--- src/rtl/rotate_pkg.sv ---
// ============================================================================
// Module      : rotate_pkg
// Description : Shared types and defaults for the slice rotate engine.
// Revision    : 1.0 - initial release
// ============================================================================
`default_nettype none

package rotate_pkg;

  localparam int DEFAULT_N_LANES   = 25;
  localparam int DEFAULT_LOG_DEPTH = 6;

  typedef enum logic [1:0] {
    IDLE  = 2'd0,
    LOAD  = 2'd1,
    WRITE = 2'd2,
    DONE  = 2'd3
  } state_e;

  // Field k (bits k*6 +: 6) is the rho offset of lane k = 5y+x; lane 24 first.
  localparam logic [DEFAULT_N_LANES*DEFAULT_LOG_DEPTH-1:0] KECCAK_RHO_OFFSETS = {
    6'd14, 6'd56, 6'd61, 6'd2,  6'd18,
    6'd8,  6'd21, 6'd15, 6'd45, 6'd41,
    6'd39, 6'd25, 6'd43, 6'd10, 6'd3,
    6'd20, 6'd55, 6'd6,  6'd44, 6'd36,
    6'd27, 6'd28, 6'd62, 6'd1,  6'd0
  };

endpackage

`default_nettype wire

--- src/rtl/slice_rotate_engine_if.sv ---
// ============================================================================
// Module      : slice_rotate_engine_if
// Description : Control, slice-read and slice-write signals of the engine.
// Revision    : 1.0 - initial release
// ============================================================================
`default_nettype none

interface slice_rotate_engine_if
  import rotate_pkg::*;
#(
  parameter int N_LANES   = DEFAULT_N_LANES,
  parameter int LOG_DEPTH = DEFAULT_LOG_DEPTH
);

  logic                 rotate_en;
  logic                 dir;
  logic                 busy;
  logic                 donee;
  logic [LOG_DEPTH-1:0] cnt_value;
  logic [N_LANES-1:0]   line_in;
  logic                 write_enable;
  logic                 write_ready;
  logic [LOG_DEPTH-1:0] write_addr;
  logic [N_LANES-1:0]   write_value;

  modport slave (
    input  rotate_en, dir, line_in, write_ready,
    output busy, donee, cnt_value, write_enable, write_addr, write_value
  );

  modport master (
    output rotate_en, dir, line_in, write_ready,
    input  busy, donee, cnt_value, write_enable, write_addr, write_value
  );

endinterface

`default_nettype wire

--- src/rtl/rotate_slice_gather.sv ---
// ============================================================================
// Module      : rotate_slice_gather
// Description : Combinational per-lane gather that forms one rotated slice.
// Revision    : 1.0 - initial release
// ============================================================================
`default_nettype none

module rotate_slice_gather
  import rotate_pkg::*;
#(
  parameter int N_LANES   = DEFAULT_N_LANES,
  parameter int LOG_DEPTH = DEFAULT_LOG_DEPTH,
  parameter logic [N_LANES*LOG_DEPTH-1:0] OFFSETS = KECCAK_RHO_OFFSETS
) (
  input  wire logic [(1<<LOG_DEPTH)-1:0][N_LANES-1:0] slices,
  input  wire logic [LOG_DEPTH-1:0]                   write_addr,
  input  wire logic                                   dir,
  output logic      [N_LANES-1:0]                     write_value
);

  // Offsets are LOG_DEPTH-bit fields, so an offset >= D cannot be expressed;
  // the address arithmetic wraps modulo D by truncation.
  for (genvar k = 0; k < N_LANES; k++) begin : g_lane
    localparam logic [LOG_DEPTH-1:0] C_OFF = OFFSETS[k*LOG_DEPTH +: LOG_DEPTH];
    logic [LOG_DEPTH-1:0] w_src;

    assign w_src          = dir ? (write_addr + C_OFF) : (write_addr - C_OFF);
    assign write_value[k] = slices[w_src][k];
  end

endmodule

`default_nettype wire

--- src/rtl/slice_rotate_engine.sv ---
// ============================================================================
// Module      : slice_rotate_engine
// Description : Loads D slices, then writes them back with every lane rotated.
// Revision    : 1.0 - initial release
// ============================================================================
`default_nettype none

module slice_rotate_engine
  import rotate_pkg::*;
#(
  parameter int N_LANES   = DEFAULT_N_LANES,
  parameter int LOG_DEPTH = DEFAULT_LOG_DEPTH,
  parameter logic [N_LANES*LOG_DEPTH-1:0] OFFSETS = KECCAK_RHO_OFFSETS
) (
  input wire logic             clk,
  input wire logic             rst,
  slice_rotate_engine_if.slave bus
);

  localparam int                   C_DEPTH = 1 << LOG_DEPTH;
  localparam logic [LOG_DEPTH-1:0] C_LAST  = LOG_DEPTH'(C_DEPTH - 1);
  localparam logic [LOG_DEPTH-1:0] C_ONE   = LOG_DEPTH'(1);

  state_e                           r_state;
  state_e                           w_next;
  logic                             w_start;
  logic                             w_accept;
  logic [LOG_DEPTH-1:0]             r_cnt;
  logic [LOG_DEPTH-1:0]             r_waddr;
  logic                             r_dir;
  logic [C_DEPTH-1:0][N_LANES-1:0]  r_slice_buf;
  logic [N_LANES-1:0]               w_gathered;

  assign w_accept = (r_state == WRITE) && bus.write_ready;

  always_comb begin
    w_next  = r_state;
    w_start = 1'b0;
    case (r_state)
      IDLE: begin
        if (bus.rotate_en) begin
          w_next  = LOAD;
          w_start = 1'b1;
        end
      end
      LOAD: begin
        if (r_cnt == C_LAST) w_next = WRITE;
      end
      WRITE: begin
        if (w_accept && (r_waddr == C_LAST)) w_next = DONE;
      end
      DONE: begin
        // Back-to-back runs restart straight from DONE.
        if (bus.rotate_en) begin
          w_next  = LOAD;
          w_start = 1'b1;
        end else begin
          w_next = IDLE;
        end
      end
      default: w_next = IDLE;
    endcase
  end

  always_ff @(posedge clk or posedge rst) begin
    if (rst) begin
      r_state <= IDLE;
      r_cnt   <= '0;
      r_waddr <= '0;
      r_dir   <= 1'b0;
    end else begin
      r_state <= w_next;
      if (w_start) begin
        r_cnt <= '0;
        r_dir <= bus.dir;
      end else if (r_state == LOAD) begin
        r_cnt <= r_cnt + C_ONE;
        if (r_cnt == C_LAST) r_waddr <= '0;
      end else if (w_accept) begin
        r_waddr <= r_waddr + C_ONE;
      end
    end
  end

  always_ff @(posedge clk) begin
    if (r_state == LOAD) r_slice_buf[r_cnt] <= bus.line_in;
  end

  rotate_slice_gather #(
    .N_LANES   (N_LANES),
    .LOG_DEPTH (LOG_DEPTH),
    .OFFSETS   (OFFSETS)
  ) u_gather (
    .slices      (r_slice_buf),
    .write_addr  (r_waddr),
    .dir         (r_dir),
    .write_value (w_gathered)
  );

  assign bus.busy         = (r_state != IDLE);
  assign bus.donee        = (r_state == DONE);
  assign bus.write_enable = (r_state == WRITE);
  assign bus.cnt_value    = r_cnt;
  assign bus.write_addr   = r_waddr;
  // Gate the gather so the unreset buffer never reaches the port outside WRITE.
  assign bus.write_value  = (r_state == WRITE) ? w_gathered : '0;

endmodule

`default_nettype wire
--- src/flat_wrapper.sv ---
// flat-port wrapper written by rule: the top's interface ports become plain ports
module slice_rotate_engine_flat import rotate_pkg::*;
#(
  parameter int N_LANES   = DEFAULT_N_LANES,
  parameter int LOG_DEPTH = DEFAULT_LOG_DEPTH,
  parameter logic [N_LANES*LOG_DEPTH-1:0] OFFSETS = KECCAK_RHO_OFFSETS
)
  (clk, rst, bus_rotate_en, bus_dir, bus_line_in, bus_write_ready, bus_busy, bus_donee, bus_cnt_value, bus_write_enable, bus_write_addr, bus_write_value);
  slice_rotate_engine_if #(.N_LANES(N_LANES), .LOG_DEPTH(LOG_DEPTH)) bus_i ();
  input wire logic clk;
  input wire logic rst;
  input wire logic [$bits(bus_i.rotate_en)-1:0] bus_rotate_en;
  input wire logic [$bits(bus_i.dir)-1:0] bus_dir;
  input wire logic [$bits(bus_i.line_in)-1:0] bus_line_in;
  input wire logic [$bits(bus_i.write_ready)-1:0] bus_write_ready;
  output wire logic [$bits(bus_i.busy)-1:0] bus_busy;
  output wire logic [$bits(bus_i.donee)-1:0] bus_donee;
  output wire logic [$bits(bus_i.cnt_value)-1:0] bus_cnt_value;
  output wire logic [$bits(bus_i.write_enable)-1:0] bus_write_enable;
  output wire logic [$bits(bus_i.write_addr)-1:0] bus_write_addr;
  output wire logic [$bits(bus_i.write_value)-1:0] bus_write_value;
  assign bus_i.rotate_en = bus_rotate_en;
  assign bus_i.dir = bus_dir;
  assign bus_i.line_in = bus_line_in;
  assign bus_i.write_ready = bus_write_ready;
  assign bus_busy = bus_i.busy;
  assign bus_donee = bus_i.donee;
  assign bus_cnt_value = bus_i.cnt_value;
  assign bus_write_enable = bus_i.write_enable;
  assign bus_write_addr = bus_i.write_addr;
  assign bus_write_value = bus_i.write_value;
  slice_rotate_engine #(.N_LANES(N_LANES), .LOG_DEPTH(LOG_DEPTH), .OFFSETS(OFFSETS)) u_core (.clk(clk), .rst(rst), .bus(bus_i));
endmodule
--- config.mk ---
export PLATFORM = sky130hd
export DESIGN_NAME = slice_rotate_engine_flat
export DESIGN_NICKNAME = d
export VERILOG_FILES = /design/src/rtl/rotate_pkg.sv /design/src/rtl/slice_rotate_engine_if.sv /design/src/rtl/rotate_slice_gather.sv /design/src/rtl/slice_rotate_engine.sv /design/src/flat_wrapper.sv
export SDC_FILE = /design/constraint.sdc
export NUM_CORES = 2
export LEC_CHECK = 0
export ABC_AREA = 1
export CAP_MARGIN = 10
export CORE_MARGIN = 8
export CORE_UTILIZATION = 45
export CTS_BUF_LIST = sky130_fd_sc_hd__clkbuf_2
export DETAILED_ROUTE_END_ITERATION = 8
export DONT_BUFFER_PORTS = 1
export SKIP_LAST_GASP = 1
export SLEW_MARGIN = 20
export SYNTH_ARGS = -nofsm -noshare
export SYNTH_HDL_FRONTEND = slang
export SYNTH_SLANG_ARGS = --single-unit
--- constraint.sdc ---
create_clock -name clk -period 11.8 [get_ports clk]
set_clock_uncertainty 0.2 [all_clocks]
set_input_delay 0 -clock clk [delete_from_list [all_inputs] [get_ports clk]]
set_output_delay 0 -clock clk [all_outputs]
set_load 0.02 [all_outputs]
==> flow_summary_export.csv <==
group,metric,value,unit
clock_network,ctsRootBufferMaster,"clkbuf_2",
sta,timing.fmax,143,MHz
logic_synthesis,yosysSeqAreaShare,72.2,%
min_path,hold_class,"input port to register",
logic_synthesis,synth_fp_nets,5859,
die,row_count,141,
clock_network,clockBufferDepth,4,
layout,fill_cells,13000,
die,die_w,402,um
setup_path,crit_chain,"buf_12, buf_4, buf_4, buf_4, o21ai_0, nand2_1, nand3_1, nand2_1, nand2_1, nand3_1, nand2_1, nand2_1, nand2_1, nor2_1",
die,die-area,162000,um^2
outcome,status,"finished clean",
place,place_ws,6.65,ns
logic_synthesis,syn_area_per_cell,11.6,um^2
drt,vias,47400,
die,core,148000,um^2
layout,stdcell_count,8399,
drt,remaining_drc_errors,0,
logic_synthesis,synth_area,67100,um^2
setup_path,cp-start-kind,"register",
power_and_ir_drop,p_sw_share,49.4,%
drt,wire_per_inst,25.3,um
place,port_buffers,0,
min_path,min_path_cells,5,
sta,worst_slew_pin_slew,1.21,ns
sta,period_needed,6.99,ns
power_and_ir_drop,vdd.ir_drop.worst,0.328,mV
min_path,hp-start,"bus_line_in[18]",
global_routing,grt.overflow.total,0,
setup_path,worstSetupPathType,"register to output port",
clock_network,cts_sinks,1615,
power_and_ir_drop,power_leakage,27.6,nW
sta,fin_tns_setup,0,ns
clock_network,cts_tree,"yes",
clock_network,clock_latency,1.83,ns
place,dp_cells,7519,
logic_synthesis,async_flop_share,0.929,%
setup_path,r2r_slack,6.55,ns
setup_path,slowest_stage,"buf_4",
global_routing,grt_pass1_wl,306000,um
sta,final-setup-viol-count,0,
setup_path,cpPeakStageDelay,0.71,ns
drt,avgViaCountPerCell,5.65,
logic_synthesis,synthTopCellsByCount,"nand2_1 (1615), edfxtp_1 (1600), nand3_1 (855)",
power_and_ir_drop,powerDensity,277,nW/um^2
setup_path,cpMostUsedCell,"nand2_1",
logic_synthesis,yosys.cell_count.top_type,"nand2_1",
die,start_util,45.4,%
global_routing,grt_pass1_vias,45200,
logic_synthesis,yosysUniqueCellTypes,35,
layout,drive_gt1_share,13.8,%
setup_path,cp_max_fo,143,
logic_synthesis,synth_edf_count,1600,
die,die_y,402,um
drt,dr.pass1.iters,5,
sta,finalCritPeriodShare,59.2,%
drt,routed_wl,213000,um
setup_path,rr_worst_depth,11,
logic_synthesis,synth_warnings,0,
place,dp_hpwl,113000,um
sta,rsz0062_at_grt,"false",
drt,ant_nets,0,
setup_path,crit_path_end_kind,"output port",
power_and_ir_drop,p_clk_share,17.6,%
layout,areaGrowthSynthToFinish,12.0,%
power_and_ir_drop,power_frac_seq,31.1,%
clock_network,htree_levels,5,
global_routing,grt_max_degree,186,
setup_path,cp_data_arrival_time,6.79,ns
setup_path,startpoint,"u_core.bus.write_addr[0]",
sta,final-hold-violation-count,0,
power_and_ir_drop,internal-power,10.5,mW
layout,layout.nets,6220,
logic_synthesis,ys_ff_latch,1615,
logic_synthesis,netlist.area_leader.share,71.6,%
logic_synthesis,synth_area_leaders,"edfxtp_1 (72%), nand2_1 (9.0%), nand3_1 (6.4%), nor2_1 (3.2%), o21ai_0 (2.6%)",
clock_network,path_clk_slew,0.11,ns
power_and_ir_drop,p_total,20.8,mW
clock_network,cts_buffers,421,
logic_synthesis,netlist_instances,5804,
setup_path,crit_required,11.60,ns
setup_path,r2r-end,"u_core.r_state[1]",
sta,report.final.slew_viol_count,0,
setup_path,timing.rr.start,"u_core.r_state[0]",
sta,fin_ws,4.81,ns
global_routing,grtUsageTotal,25.5,%
power_and_ir_drop,power.share.combinational,51.3,%
run,max_cap_viol_count,0,
global_routing,antenna_found_initial,5,
power_and_ir_drop,switchingPower,10.3,mW
logic_synthesis,yosysTopAreaCell,"edfxtp_1",
min_path,hold_path_end,"u_core.r_slice_buf[643]",
sta,hold_slack,0.224,ns
die,io_pins,70,
place,gp_congestion,0.852,
logic_synthesis,synth_top_flop_cell,"edfxtp_1",
drt,drt_iter0_markers,5967,
sta,maxSlewHeadroom,19.2,%
-- logic make-up after synthesis --
| kind of cell | after synthesis | share of synthesized area, % |
|---|---|---|
| AOI/OAI and AO/OA | 550 | 4.32 |
| xor gates and xnor gates | 44 | 0.585 |
| adders and majority gates | 25 | 0.556 |
| buffers and inverters | 498 | 3.53 |
| DFF | 1615 | 72.2 |
| muxes | 1 | 0.0149 |
| and+or+nand+nor | 3071 | 18.8 |
-- critical path: cells and delay by family (launching register included) --
family | cells | cell delay, ns
AOI/OAI and AO/OA | 1 | 0.22
buffers and inverters | 4 | 2.64
DFF | 1 | 0.55
and+or+nand+nor | 9 | 1.36
-- state kept, by name, indices dropped and copies added (netlist names) --
signal                 cells
u_core.r_state             2
u_core.r_dir               1
u_core.bus.write_addr      6
u_core.bus.cnt_value       6
u_core.r_slice_buf      1600
-- per-layer routing --
| layer | wire length [um] | global-route usage (%) | vias up |
|---|---|---|---|
| met2 | 95100 | 38.8 | 2669 |
| met3 | 22200 | 5.97 | 455 |
| met4 | 7940 | 9.70 | 0 |
| met1 | 87400 | 35.6 | 23100 |
| li1 | - | - | 21200 |
| met5 | 0 | 0 | - |
-- cell usage in the layout, fill, tap and decap left out, types with 15 or more instances in the layout --
master         instances
o22ai_1               18
xor2_1                39
clkinv_1              90
nor2_1               520
clkinv_2              15
ha_1                  16
o21ai_0              349
buf_16                43
buf_4                112
a21oi_1              121
nand2_1             1615
edfxtp_1            1600
nand3_1              855
o211ai_1              33
nor2_4                61
dlygate4sd3_1        103
inv_1                155
clkbuf_2             608
-- worst max-delay path by stage --
stage,end,slack (ns),cells after the start
5_1_grt,bus_write_value[13],4.36,14
3_5_place_dp,bus_write_value[22],6.65,11
4_1_cts,bus_write_value[13],4.63,14
2_1_floorplan,u_core.r_slice_buf[1175],8.08,9
6_report,bus_write_value[13],4.81,14
3_3_place_gp,bus_write_value[22],6.67,11
-- cell type report --
| cell class | instances | area, um^2 | area share (%) |
|---|---|---|---|
| antenna | 8 | 20.0 | 0.0266 |
| timing repair buffer | 268 | 3260 | 4.33 |
| clock inverter | 111 | 488 | 0.649 |
| multi-input combinational | 3691 | 16800 | 22.4 |
| clock buffer | 608 | 3040 | 4.05 |
| tap | 1930 | 2410 | 3.21 |
| sequential | 1615 | 48400 | 64.5 |
| inverter | 168 | 648 | 0.863 |
-- power by group through the flow --
stage	clock network, mW	logic [mW]	registers [mW]
final	3.67	10.7	6.48
after global routing	4.02	11.5	6.49
after CTS	3.74	10.6	6.48
after detailed placement	0	10.3	6.61
after global placement	0	10.3	6.61
after floorplan	0	6.67	6.60
-- through the flow --
stage	cell area, um^2	util (%)
finish	75100	50.8
global route	75100	50.8
CTS	75100	50.8
detailed placement	69200	46.8
global placement	69200	46.8
floorplan	67100	-
-- timing repair --
| item | 4_1_cts | 5_1_grt |
|---|---|---|
| setup buffers | 0 | 0 |
| endpoints found under the hold margin | 1630 | 0 |
| resized for setup | 0 | 0 |
| hold buffers | 153 | 0 |
No activity file was read; power rests on OpenSTA's default activity.
